===== src/rtl/dvi_pkg.sv =====
// Shared widths for the DVI output path.
package dvi_pkg;

  parameter int unsigned X_POS_W = 10;
  parameter int unsigned Y_POS_W = 10;

endpackage


===== src/rtl/video_timing_gen.sv =====
// Raster timing source: free-running pixel/line counters plus sync, data-enable and
// frame-start strobes delayed to line up with the image generator's registered RGB.
module video_timing_gen
  import dvi_pkg::*;
#(
  parameter int unsigned H_ACTIVE   = 640,
  parameter int unsigned H_FP       = 16,
  parameter int unsigned H_SYNC     = 96,
  parameter int unsigned H_BP       = 48,
  parameter int unsigned V_ACTIVE   = 480,
  parameter int unsigned V_FP       = 10,
  parameter int unsigned V_SYNC     = 2,
  parameter int unsigned V_BP       = 33,
  parameter bit          H_SYNC_POL = 1'b0,
  parameter bit          V_SYNC_POL = 1'b0,
  parameter int unsigned PIPE_DELAY = 2
) (
  input  logic               clk_i,
  input  logic               rst_i,
  output logic [X_POS_W-1:0] x_o,
  output logic [Y_POS_W-1:0] y_o,
  output logic               hsync_o,
  output logic               vsync_o,
  output logic               de_o,
  output logic               frame_start_o
);

  localparam int unsigned H_TOTAL = H_ACTIVE + H_FP + H_SYNC + H_BP;
  localparam int unsigned V_TOTAL = V_ACTIVE + V_FP + V_SYNC + V_BP;
  localparam int unsigned PIPE_W  = 4 * PIPE_DELAY;

  localparam logic [X_POS_W-1:0] XLast = X_POS_W'(H_TOTAL - 1);
  localparam logic [Y_POS_W-1:0] YLast = Y_POS_W'(V_TOTAL - 1);

  // Stage layout is {fs, de, vs, hs}; idle value carries the deasserted sync levels.
  localparam logic [3:0] StageIdle = {1'b0, 1'b0, ~V_SYNC_POL, ~H_SYNC_POL};

  if (((H_TOTAL - 1) >> X_POS_W) != 0) begin : g_bad_x_width
    $error("video_timing_gen: H_TOTAL-1 does not fit in X_POS_W");
  end
  if (((V_TOTAL - 1) >> Y_POS_W) != 0) begin : g_bad_y_width
    $error("video_timing_gen: V_TOTAL-1 does not fit in Y_POS_W");
  end
  if (PIPE_DELAY < 1 || PIPE_DELAY > 8) begin : g_bad_pipe_delay
    $error("video_timing_gen: PIPE_DELAY must be within 1..8");
  end

  logic [X_POS_W-1:0] x_q, x_d;
  logic [Y_POS_W-1:0] y_q, y_d;
  logic [3:0]         strobe;
  logic [PIPE_W-1:0]  pipe_q, pipe_d;
  logic               hs_act, vs_act, de, fs;

  always_comb begin
    x_d = x_q + 1'b1;
    y_d = y_q;
    if (x_q == XLast) begin
      x_d = '0;
      y_d = (y_q == YLast) ? '0 : y_q + 1'b1;
    end
  end

  always_ff @(posedge clk_i or posedge rst_i) begin
    if (rst_i) begin
      x_q <= '0;
      y_q <= '0;
    end else begin
      x_q <= x_d;
      y_q <= y_d;
    end
  end

  always_comb begin
    de     = (32'(x_q) < H_ACTIVE) && (32'(y_q) < V_ACTIVE);
    hs_act = (32'(x_q) >= H_ACTIVE + H_FP) && (32'(x_q) < H_ACTIVE + H_FP + H_SYNC);
    // Vertical sync spans whole lines, so it depends on y only.
    vs_act = (32'(y_q) >= V_ACTIVE + V_FP) && (32'(y_q) < V_ACTIVE + V_FP + V_SYNC);
    fs     = (x_q == '0) && (y_q == '0);
    strobe = {fs, de, vs_act ? V_SYNC_POL : ~V_SYNC_POL, hs_act ? H_SYNC_POL : ~H_SYNC_POL};
  end

  // Newest stage sits in the low nibble; the shift drops the oldest off the top.
  always_comb begin
    pipe_d = (pipe_q << 4) | PIPE_W'(strobe);
  end

  always_ff @(posedge clk_i or posedge rst_i) begin
    if (rst_i) begin
      pipe_q <= {PIPE_DELAY{StageIdle}};
    end else begin
      pipe_q <= pipe_d;
    end
  end

  assign x_o = x_q;
  assign y_o = y_q;
  assign {frame_start_o, de_o, vsync_o, hsync_o} = pipe_q[PIPE_W-1 -: 4];

endmodule


===== config.mk =====
export PLATFORM = sky130hd
export DESIGN_NAME = video_timing_gen
export DESIGN_NICKNAME = d
export VERILOG_FILES = /design/src/rtl/dvi_pkg.sv /design/src/rtl/video_timing_gen.sv
export SDC_FILE = /design/constraint.sdc
export NUM_CORES = 1
export LEC_CHECK = 0
export ABC_AREA = 1
export CELL_PAD_IN_SITES_DETAIL_PLACEMENT = 0
export CELL_PAD_IN_SITES_GLOBAL_PLACEMENT = 2
export CORE_MARGIN = 3
export CORE_UTILIZATION = 27
export CTS_CLUSTER_DIAMETER = 50
export DETAILED_ROUTE_END_ITERATION = 6
export PLACE_DENSITY_LB_ADDON = 0.1
export SETUP_SLACK_MARGIN = 0.2
export SYNTH_ARGS = -nofsm -noshare
export SYNTH_HDL_FRONTEND = slang
export SYNTH_SLANG_ARGS = --single-unit

===== constraint.sdc =====
create_clock -name clk_i -period 1.3 [get_ports clk_i]
set_clock_uncertainty 0.2 [all_clocks]
set_input_delay 0.195 -clock clk_i [delete_from_list [all_inputs] [get_ports clk_i]]
set_output_delay 0.195 -clock clk_i [all_outputs]
set_load 0.02 [all_outputs]

==> results of run 1 <==
synth_stat cells (all sizes together):
library cell / n
a21oi: 3
buf: 2
dfrtp: 24
dfstp: 4
ha: 4
inv: 30
nand2: 42
nand3: 13
nand3b: 5
nand4: 7
nor2: 30
nor3: 3
nor3b: 1
nor4: 2
o21ai: 4
xor2: 7
what timing repair did:
action | CTS | global route
gates cloned | 1 | 0
endpoints found under the hold margin | 0 | 0
setup endpoints to repair | 48 | 48
resized for setup | 175 | 52
setup buffers | 14 | 9
hold buffers | 0 | 0
pin swaps | 13 | 23
report_power, final:
part	internal (uW)	leakage [uW]	switching, uW
registers	871	0.000326	0
clock network	220	0.0000228	291
logic	8.99	0.00100	18.5
total	1100	0.00135	309
area by class of cell:
class	count	area [sq um]
Multi-Input combinational cell	122	917.1
Inverter	30	122.6
Fill cell	491	2455
Timing Repair Buffer	86	849.6
Sequential cell	28	728.2
Tap cell	70	87.58
Clock buffer	4	45.04
kinds of logic (layout without fill, tap and decap cells):
kind of cell	after synthesis	in the layout	synth area share [%]
buffers and inverters	32	120	8.270
AND/OR/NAND/NOR	103	104	34.26
adder cells (fa/ha/maj)	4	4	3.376
AO/OA/AOI/OAI	7	7	2.363
XOR/XNOR	7	7	4.135
flip-flops	28	28	47.60
registers in the layout (all words and copies together) (netlist names):
register	count
x_o	10
y_o	10
pipe_q	8
metrics by stage:
stage | TNS (ps) | instances | total power, uW | util [%]
global route | -7355 | 340 | 1479 | 52.84
CTS | -4608 | 331 | 1443 | 47.88
detailed placement | -5207 | 312 | 916.9 | 41.59
finish | -4857 | 340 | 1409 | 52.84
floorplan | -1796 | 181 | 900.1 | -
global placement | -4729 | 312 | 916.2 | 41.59
routing by layer:
metal | GRT usage (%) | vias to the layer above | wire length (um)
li1 | - | 750 | -
met1 | 20.11 | 684 | 2154
met2 | 21.94 | 21 | 1801
met3 | 1.682 | 6 | 89
met4 | 4.730 | 0 | 60
met5 | 0 | - | 0
worst min-delay path by stage:
stage,startpoint,endpoint,cells after the start
after floorplan,rst_i,pipe_q[2]$_DFF_PP0_,1
after global placement,pipe_q[2]$_DFF_PP0_,pipe_q[6]$_DFF_PP0_,0
after detailed placement,pipe_q[3]$_DFF_PP0_,pipe_q[7]$_DFF_PP0_,0
after CTS,rst_i,pipe_q[3]$_DFF_PP0_,3
after global routing,rst_i,pipe_q[7]$_DFF_PP0_,3
final,rst_i,pipe_q[3]$_DFF_PP0_,3
critical path, cell delays in order (launching register included):
cell     delay, ps
dfrtp_2        450
buf_6          130
buf_6          100
buf_6          100
buf_6          120
==> metrics.cfg, run 1 <==
[outcome]
status = finished with violations
violations = negative setup slack

[clock_tree]
cts_buffers = 3
cts.clk_slew.worst_paths_ps = 110
clk_latency_ps = 280
root_buffer = clkbuf_8
htree_num_levels = 1
cts_sinks = 28
cts_tree = yes
clock_path_buffers = 2

[synthesis]
synth_cell_types = 22
netlist_instances = 181
yosysWarnings = 0
ys_ff_latch = 28
synthesis.area_sq_mm = 0.001483
yosysSeqAreaShare_pct = 47.59
synth.net_count = 187
synth_top_area_share_pct = 40.51
yosys.area.top_type = dfrtp_1
ys_top_cells_by_area = dfrtp_1 41%, nand2_1 10%, dfstp_2 7.1%
synth_area_per_cell_sq_um = 8.192

[sta]
final_hold_viol_count = 0
drv_slew = 0
whs_ps = 51.55
tightest_slew_ps = 232.4
fin_crit_ps = 1569
fmax_mhz = 637.5
layout_setup_ws_ps = -268.7
slew-limit-headroom_pct = 84.42
rsz0062_at_grt = yes
min_period_over_period_pct = 120.7
setup_viol = 31

[pwr]
p_per_area_mw_per_mm2 = 512.4
ir_worst_vdd_mv = 0.3786
leakage_uw = 0.001354

[die]
core_region_area_sq_mm = 0.005205
dieArea_sq_mm = 0.006417
initial_utilization_pct = 28.49
rows = 26
ios = 26
die_w_um = 80.11
die_h_um = 80.11

[finish]
drive_gt1_share_pct = 61.48
fin_nets = 277
syn2layout_area_growth_pct = 85.49
antennaDiodeCount = 0
final_cell_mix = 45 x buf_6, 37 x buf_4, 35 x nand2_1, 18 x inv_1, 18 x dfrtp_2
fin_area_sq_mm = 0.002750
layout_commonest_cell = buf_6

[setup_path]
path_class = flop to primary output
path_max_fanout = 2
r2r_end = y_o[7]$_DFFE_PP0N_
reg2reg_slack_ps = -250
reg2regPathDepth = 6
r2r_start = x_o[1]$_DFF_PP0_
arrival_ps = 1170
startpoint_type = flop
startpoint = x_o[1]$_DFF_PP0_
cp-endpoint = x_o[1]
cp.required_ps = 900
endpoint_kind = primary output

[routing]
drtAntennaViolNets = 0
drc = 0
dr.pass1.iters = 4
wl_mm = 4.106
wl_per_cell_um = 12.08
first_iter_violations = 29
via_count = 1461
viasPerCell = 4.297

[global_routing]
antenna_found_initial = 0
overflow = 0
grt_pass1_vias = 1473
grt_pass1_wl_mm = 6.996
grt_max_degree = 29
grt.total_usage_pct = 14.08

[place]
portBuffers = 25
dp_slack_ps = -228.6
placed_cell_area_sq_mm = 0.002165
routabilityCongestion = 0.8327
place_hpwl_mm = 2.820

[flow_run]
max_cap_viol_count = 0

[worst_hold_path]
hp-class = input pin to asynchronous set/reset pin

No activity file was read; power rests on OpenSTA's default activity.
==> run 2: changes to the inputs <==
CTS_CLUSTER_DIAMETER = 80   (was 50)
==> results of run 2 <==
Final layout, timing and power as in run 1 (identical DEF).
==> run 3: changes to the inputs <==
ABC_CLOCK_PERIOD_IN_PS = 1800   (was default)
CORE_UTILIZATION = 30   (was 27)
clock period = 1.8 ns   (was 1.3 ns; I/O delays follow)
==> metrics.cfg, run 3 (synthesis gave the netlist of run 1 again) <==
[sta]
fmax_mhz = 629.0
slew-limit-headroom_pct = 75.77  ; -8.6 points
fin_crit_ps = 1590
setup_viol = 0  ; -100%
setup_tns_ps = 0  ; +4857 ps
rsz0062_at_grt = yes
final_hold_viol_count = 0  ; unchanged
tightest_slew_ps = 363.4  ; +131.0 ps
drv_slew = 0  ; unchanged
min_period_over_period_pct = 88.33
layout_setup_ws_ps = 210.1  ; +478.8 ps

[global_routing]
overflow = 0  ; unchanged
met3_usage_pct = 1.773  ; +0.091 points
met2_usage_pct = 18.80  ; -3.1 points
grt_max_degree = 29  ; unchanged
top_usage_layer = met1
use_met1_pct = 19.07  ; -1.0 points
grt_pass1_wl_mm = 6.065  ; -13%
antenna_found_initial = 0  ; unchanged
grt_pass1_vias = 1240  ; -16%
grt.total_usage_pct = 12.74  ; -1.3 points

[outcome]
status = completed

[routing]
via_count = 1256  ; -14%
viasPerCell = 4.486  ; +4.4%
dr.pass1.iters = 4  ; unchanged
first_iter_violations = 44  ; +52%
wl_per_cell_um = 12.68  ; +5.0%
drtAntennaViolNets = 0  ; unchanged
wl_mm = 3.550  ; -14%
drc = 0  ; unchanged

[finish]
fin_nets = 222  ; -20%
syn2layout_area_growth_pct = 30.55
drive_gt1_share_pct = 21.40  ; -40 points
final_cell_mix = 40 x nand2_1, 26 x inv_1, 20 x dlygate4sd2_1, 18 x nor2_1, 17 x dfrtp_1
antennaDiodeCount = 0  ; unchanged
layout_commonest_cell = nand2_1

[pwr]
power_uw = 1149  ; -18%
p_per_area_mw_per_mm2 = 593.7  ; +16%
leakage_uw = 0.0009997  ; -26%
ir_worst_vdd_mv = 0.2662  ; -30%

[die]
ios = 26  ; unchanged
die_w_um = 76.30  ; -4.8%
rows = 24  ; -7.7%
initial_utilization_pct = 32.48  ; +4.0 points
dieArea_sq_mm = 0.005822  ; -9.3%
die_h_um = 76.30  ; -4.8%
core_region_area_sq_mm = 0.004564  ; -12%

[clock_tree]
cts_hold_buf = 0  ; unchanged
cts_tree = yes
cts_buffers = 3  ; unchanged
clock_path_buffers = 2  ; unchanged
root_buffer = clkbuf_8
clk_latency_ps = 270  ; about the same
cts.clk_slew.worst_paths_ps = 100  ; about the same
cts_sinks = 28  ; unchanged
htree_num_levels = 1  ; unchanged

[setup_path]
path_max_fanout = 7  ; +5
startpoint_type = flop
critPathTopFamily = flip-flops
arrival_ps = 1120  ; -50 ps
slowest_stage = dfrtp_1
cp.buffers_inverters = 1  ; -3
critPathMaxStageDelay_ps = 480  ; +30 ps
cp_cell_sequence = dlygate4sd2_1
path_class = flop to primary output
cp.required_ps = 1330  ; +430 ps
endpoint_kind = primary output

[place]
portBuffers = 25  ; unchanged
routabilityCongestion = 0.8686  ; +4.3%
dp_slack_ps = 168.2  ; +396.8 ps
place_hpwl_mm = 2.640  ; -6.4%

[worst_hold_path]
hp-class = input pin to asynchronous set/reset pin

[flow_run]
max_cap_viol_count = 0  ; unchanged

run 3: changes by cell type in the layout (fill, tap and decap cells not counted), sizes merged:
cell	previous run	this run
buf	85	7
dlygate4sd2	0	20
clkdlybuf4s15	0	3
nand3	14	13
bufinv	0	1
run 3: repair_timing:
item                       in CTS  in global routing
pin swaps                       0                  1
setup endpoints to repair      34                 27
buffers inserted                2                  1
resized for setup              26                 21
run 3: cell type report:
cell class                      instances  area, sq um
Inverter                               30        112.6
Multi-Input combinational cell        121        683.2
Clock buffer                            3        41.29
Timing Repair Buffer                   32        272.8
Tap cell                               65        81.33
Sequential cell                        28        714.4
Clock inverter                          1        30.03
Fill cell                             487         2629
run 3: metal layers:
layer | vias up | share of wire (%)
met5 | - | 0
met3 | 4 | 4.5
met4 | 0 | 1.1
met1 | 584 | 51
met2 | 34 | 43
li1 | 634 | -
run 3: path summary, 6_finish.rpt:
kind                                      from                  end  slack [ps]  depth (start not counted)
setup / recovery            y_o[9]$_DFFE_PP0N_               y_o[9]         210                          1
hold / removal                           rst_i  pipe_q[7]$_DFF_PP0_         160                          3
setup reg to reg              x_o[0]$_DFF_PP0_   y_o[5]$_DFFE_PP0N_         230                          6
hold reg to reg            pipe_q[1]$_DFF_PP1_  pipe_q[5]$_DFF_PP1_         160                          0
max in group asynchronous                rst_i  pipe_q[1]$_DFF_PP1_         930                          3
min in group clk_i         pipe_q[1]$_DFF_PP1_  pipe_q[5]$_DFF_PP1_         160                          0
run 3: metrics by stage:
stage	instances	hold slack (ps)	cell area, sq um	util, %
after floorplan	181	131.2	1483	-
after global placement	273	137.2	1834	40.19
after detailed placement	273	143.4	1834	40.19
after CTS	279	163.2	1897	41.56
after global routing	280	171.4	1936	42.41
final	280	160.9	1936	42.41
run 3: power by group:
| group | switching (uW) | total [uW] | leakage, uW | internal, uW |
|---|---|---|---|---|
| Clock | 206 | 504 | 0.0000357 | 298 |
| Sequential | 0 | 629 | 0.000344 | 629 |
| Combinational | 12.6 | 16.1 | 0.000620 | 3.49 |
